[config.mk]
export PLATFORM = sky130hd
export DESIGN_NAME = svi_operand_driver_flat
export DESIGN_NICKNAME = d
export VERILOG_FILES = /design/src/rtl/svi_operand_driver_if.sv /design/src/rtl/svi_operand_driver.sv /design/src/flat_wrapper.sv
export SDC_FILE = /design/constraint.sdc
export NUM_CORES = 1
export LEC_CHECK = 0
export CAP_MARGIN = 20
export CORE_MARGIN = 2
export CORE_UTILIZATION = 48
export DETAILED_ROUTE_END_ITERATION = 7
export HOLD_SLACK_MARGIN = 0.15
export MAX_ROUTING_LAYER = met4
export PLACE_DENSITY = 0.79
export SETUP_SLACK_MARGIN = 0.4
export SLEW_MARGIN = 20
export SYNTH_ARGS = -nofsm -noshare
export SYNTH_HDL_FRONTEND = slang
export SYNTH_SLANG_ARGS = --single-unit
[constraint.sdc]
create_clock -name clk -period 2.1 [get_ports clk]
set_clock_uncertainty 0.15 [all_clocks]
set_input_delay 0.21 -clock clk [delete_from_list [all_inputs] [get_ports clk]]
set_output_delay 0.21 -clock clk [all_outputs]
set_load 0.01 [all_outputs]
[src/rtl/svi_operand_driver_if.sv]
// SVI link: y/x from driver side, z/w back from responder.
// P1/P2 are responder ports; D is the driver port.
interface I;
  logic y;
  logic x;
  logic z;
  logic w;

  modport P1 (input y, input x, output z, output w);
  modport P2 (input y, input x, output z, output w);
  modport D  (output y, output x, input z, input w);
endinterface

[src/rtl/svi_operand_driver.sv]
// Queued operand driver/sampler for the SVI link via I.D.
// Optional in-line and/xor checker: define SVI_DRV_CHECK_EN.
module svi_operand_driver #(
  parameter int DEPTH  = 4,
  parameter int SETTLE = 1,
  parameter int CNT_W  = 16
) (
  input  logic             clk,
  input  logic             rst_n,
  input  logic             in_valid,
  output logic             in_ready,
  input  logic             in_y,
  input  logic             in_x,
  I.D                      d,
  output logic             out_valid,
  input  logic             out_ready,
  output logic             out_z,
  output logic             out_w,
  output logic             err,
  output logic [CNT_W-1:0] err_cnt,
  output logic             busy
);

  localparam int AW = $clog2(DEPTH);
  localparam int SW = $clog2(SETTLE + 1);

  generate
    if (SETTLE < 1) begin : g_bad_settle
      $error("SETTLE must be at least 1");
    end
    if (DEPTH < 2 || (DEPTH & (DEPTH - 1)) != 0) begin : g_bad_depth
      $error("DEPTH must be a power of two >= 2");
    end
  endgenerate

  typedef enum logic [1:0] {
    IDLE,
    WAIT,
    HOLD
  } state_t;

  state_t        state;
  logic [1:0]    mem [DEPTH];
  logic [AW:0]   wr_ptr;
  logic [AW:0]   rd_ptr;
  logic [SW-1:0] cnt;
  logic          dy;
  logic          dx;
  logic          empty;
  logic          full;
  logic          push;
  logic          pop;
  logic          sample;

  assign empty = (wr_ptr == rd_ptr);
  assign full  = (wr_ptr[AW] != rd_ptr[AW]) &&
                 (wr_ptr[AW-1:0] == rd_ptr[AW-1:0]);
  assign in_ready = !full;
  assign push     = in_valid && in_ready;
  assign pop      = (state == IDLE) && !empty;
  assign sample   = (state == WAIT) && (cnt == SW'(1));
  assign busy     = (state != IDLE) || !empty;

  assign d.y = dy;
  assign d.x = dx;

  always_ff @(posedge clk or negedge rst_n) begin
    if (!rst_n) begin
      for (int i = 0; i < DEPTH; i++) mem[i] <= 2'b00;
      wr_ptr    <= '0;
      rd_ptr    <= '0;
      state     <= IDLE;
      cnt       <= '0;
      dy        <= 1'b0;
      dx        <= 1'b0;
      out_valid <= 1'b0;
      out_z     <= 1'b0;
      out_w     <= 1'b0;
    end else begin
      if (push) begin
        mem[wr_ptr[AW-1:0]] <= {in_y, in_x};
        wr_ptr <= wr_ptr + 1'b1;
      end
      if (pop) rd_ptr <= rd_ptr + 1'b1;
      unique case (state)
        IDLE: begin
          if (!empty) begin
            dy    <= mem[rd_ptr[AW-1:0]][1];
            dx    <= mem[rd_ptr[AW-1:0]][0];
            cnt   <= SW'(SETTLE);
            state <= WAIT;
          end
        end
        WAIT: begin
          cnt <= cnt - 1'b1;
          if (sample) begin
            out_z     <= d.z;
            out_w     <= d.w;
            out_valid <= 1'b1;
            state     <= HOLD;
          end
        end
        HOLD: begin
          if (out_ready) begin
            out_valid <= 1'b0;
            state     <= IDLE;
          end
        end
        default: state <= IDLE;
      endcase
    end
  end

`ifdef SVI_DRV_CHECK_EN
  logic mis;
  assign mis = ({d.z, d.w} != {dy & dx, dy ^ dx});

  always_ff @(posedge clk or negedge rst_n) begin
    if (!rst_n) begin
      err     <= 1'b0;
      err_cnt <= '0;
    end else if (sample) begin
      err <= mis;
      if (mis && !(&err_cnt)) err_cnt <= err_cnt + 1'b1;
    end
  end
`else
  assign err     = 1'b0;
  assign err_cnt = '0;
`endif

endmodule

[src/flat_wrapper.sv]
// flat-port wrapper written by rule: the top's interface ports become plain ports
module svi_operand_driver_flat 
#(
  parameter int DEPTH  = 4,
  parameter int SETTLE = 1,
  parameter int CNT_W  = 16
)
  (clk, rst_n, in_valid, in_ready, in_y, in_x, out_valid, out_ready, out_z, out_w, err, err_cnt, busy, d_y, d_x, d_z, d_w);
  I d_i ();
  input  logic clk;
  input  logic rst_n;
  input  logic in_valid;
  output logic in_ready;
  input  logic in_y;
  input  logic in_x;
  output logic out_valid;
  input  logic out_ready;
  output logic out_z;
  output logic out_w;
  output logic err;
  output logic [CNT_W-1:0] err_cnt;
  output logic busy;
  output wire logic [$bits(d_i.y)-1:0] d_y;
  output wire logic [$bits(d_i.x)-1:0] d_x;
  input wire logic [$bits(d_i.z)-1:0] d_z;
  input wire logic [$bits(d_i.w)-1:0] d_w;
  assign d_y = d_i.y;
  assign d_x = d_i.x;
  assign d_i.z = d_z;
  assign d_i.w = d_w;
  svi_operand_driver #(.DEPTH(DEPTH), .SETTLE(SETTLE), .CNT_W(CNT_W)) u_core (.clk(clk), .rst_n(rst_n), .in_valid(in_valid), .in_ready(in_ready), .in_y(in_y), .in_x(in_x), .d(d_i), .out_valid(out_valid), .out_ready(out_ready), .out_z(out_z), .out_w(out_w), .err(err), .err_cnt(err_cnt), .busy(busy));
endmodule
==> flow_metrics.env <==
export IMPL_outcome="completed"
export IMPL_required_ps=2170
export IMPL_hold_path_class="in -> reg"
export IMPL_tns_ps=0
export IMPL_route_detailed_drc=0
export IMPL_ant_nets=0
export IMPL_drv_cap=0
export IMPL_die_w_um=54.9
export IMPL_finalCritPeriodShare_pct=85.1
export IMPL_dp_hpwl_um=1620
export IMPL_cts_root_buf="clkbuf_4"
export IMPL_rows=18
export IMPL_vias_per_cell=5.19
export IMPL_htree_levels=1
export IMPL_end_kind="flip-flop"
export IMPL_grt_max_degree=23
export IMPL_crit_path_frequent_cell="buf_6"
export IMPL_clock_sinks=22
export IMPL_clkSlewWorstSetupHoldPaths_ps=130
export IMPL_crit_fanout=6
export IMPL_synth_main_ff_cell="dfrtp_1"
export IMPL_firstDrtPassIters=3
export IMPL_critPathBufInv=2
export IMPL_synth_async_sr_flop_share_pct=100
export IMPL_antenna_cells=0
export IMPL_grt_util_all_layers_pct=21.9
export IMPL_antenna_found_initial=0
export IMPL_setup_viol=0
export IMPL_cts_tree="built"
export IMPL_crit_path_cell_trace="buf_6 > xor2_4 > buf_6 > a31oi_2 > mux2_1"
export IMPL_fmax_mhz=560
export IMPL_synth_edff_count=0
export IMPL_final_util_pct=71.3
export IMPL_synth_cell_types=29
export IMPL_num_io_pins=32
export IMPL_vias=872
export IMPL_die_area_um2=3010
export IMPL_synth_cells=100
export IMPL_cp_slowest_cell="dfrtp_2"
export IMPL_grt_setup_unrepaired="true"
export IMPL_globalRoute_totalOverflow=0
export IMPL_critPathArrivalTime_ps=1850
export IMPL_finalCriticalPeriod_ps=1790
export IMPL_total_power_mw=3.38
export IMPL_drv_slew=0
export IMPL_io_buffers=14
export IMPL_syn_avg_cell_area_um2=12.4
export IMPL_gp_congestion=0.790
export IMPL_start_util_pct=50.2
export IMPL_die_h_um=54.9
export IMPL_area_delta_synth_final_pct=42.0
export IMPL_cts_max_path_buffers=2
export IMPL_dr_first_iter_drc_count=12
export IMPL_synth_area_um2=1240
export IMPL_ir_worst_vdd_uv=1150
export IMPL_layout_drive_gt1_share_pct=45.7
export IMPL_finish_net_count=152
export IMPL_wl_um=2910
export IMPL_ys_ff_latch=22
export IMPL_cpLargestDelayFamily="flip-flops"
export IMPL_coreArea_um2=2480
export IMPL_yosysSeqAreaShare_pct=44.3
export IMPL_yosysWarnings=0
export IMPL_power_leakage_nw=0.766
export IMPL_critPathKind="reg -> reg"
export IMPL_cts_buffers=3
export IMPL_final_area_um2=1770
export IMPL_hold_viol_final=0
export IMPL_slowest_delay_ps=440
export IMPL_grt_pass1_wl_um=4370
export IMPL_cp_start_kind="flip-flop"
export IMPL_postPlaceCellArea_um2=1360
export IMPL_wl_per_cell_um=17.3
export IMPL_powerDensity_nw_per_um2=1910
export IMPL_grt_pass1_vias=917
export IMPL_clock_latency_ps=320
[cell usage in the layout, fill, tap and decap left out, types with 4 or more instances in the layout]
cell / Yosys / routed
buf_4: 17 / 15
dfrtp_2: 0 / 6
nand2_1: 7 / 5
buf_6: 0 / 6
dfrtp_1: 22 / 16
mux2_1: 8 / 4
mux2_4: 3 / 8
conb_1: 1 / 17
clkdlybuf4s50_1: 0 / 12
[state kept, by name, summed over array words and instances (netlist names)]
register,cells
u_core.out_valid,1
u_core.mem,8
u_core.d.x,1
u_core.d.y,1
u_core.wr_ptr,3
u_core.out_z,1
u_core.cnt,1
u_core.rd_ptr,3
u_core.state,2
u_core.out_w,1
[repair_timing]
item / 4_1_cts / 5_1_grt
hold endpoints to repair: 22 / 0
setup endpoints to repair: 10 / 16
hold buffers: 1 / 0
pin swaps: 6 / 4
gates resized for setup: 37 / 12
buffers inserted: 17 / 2
[synthesized netlist by cell type, types with 2 or more instances]
cell / instances / share of area, %
ha_1: 5 / 5.0
mux2_2: 3 / 2.7
inv_1: 3 / 0.91
xor2_1: 4 / 2.8
xnor2_2: 2 / 2.6
nor2_1: 3 / 0.91
dfrtp_1: 22 / 44
mux4_2: 2 / 3.6
mux2_4: 3 / 3.6
buf_4: 17 / 10
mux2_1: 8 / 7.2
xnor2_1: 3 / 2.1
nand2_1: 7 / 2.1
a31oi_1: 3 / 1.5
[power breakdown]
| part | switching, mW | internal [mW] |
|---|---|---|
| sequential | 0.199 | 0.660 |
| combinational | 1.00 | 1.18 |
| clock | 0.142 | 0.193 |
| total | 1.34 | 2.04 |
[metrics by stage]
step                      hold WS [ps]  setup slack, ps  cells
after floorplan                   -236              493    116
after global placement             313              303    144
after detailed placement           325              276    144
after CTS                          341              345    166
after global routing               334              288    168
final                              339              313    168
[logic make-up (layout without fill, tap and decap cells)]
kind of cell,count (synthesis),after routing,share of synthesized area [%]
XOR/XNOR,10,10,8.85
adder cells (fa/ha/maj),5,5,5.03
multiplexers,16,16,17.2
AO/OA/AOI/OAI,12,12,8.35
buffers and inverters,21,43,11.6
flip-flops,22,22,44.3
AND/OR/NAND/NOR,13,13,4.43
other,1,17,0.302
[cell type report]
| cell class | instances | area [um2] |
|---|---|---|
| multi-input cells | 73 | 783 |
| clock buffers | 3 | 22.5 |
| fillers | 161 | 712 |
| well taps | 30 | 37.5 |
| clock inverters | 1 | 30.0 |
| flip-flops and latches | 22 | 558 |
| repair buffers | 36 | 320 |
| inverters | 3 | 13.8 |
[final timing paths]
| path | slack [ps] | from | depth (start not counted) | to |
|---|---|---|---|---|
| max | 310 | u_core.rd_ptr[2] | 5 | u_core.mem[1] |
| max reg2reg | 310 | u_core.rd_ptr[2] | 5 | u_core.mem[1] |
| min reg2reg | 350 | u_core.cnt | 1 | u_core.state[0] |
| max in group asynchronous | 940 | rst_n | 3 | u_core.wr_ptr[0] |
| min in group asynchronous | 620 | rst_n | 3 | u_core.mem[5] |
| min | 340 | out_ready | 2 | u_core.state[1] |
[layer usage]
layer	global-route usage, %	wire (um)	up-vias
met1	25.7	1200	449
li1	-	-	386
met5	-	0	-
met2	36.3	1500	29
met3	2.96	133	8
met4	12.2	70	0
(Power assumes the default switching activity.)
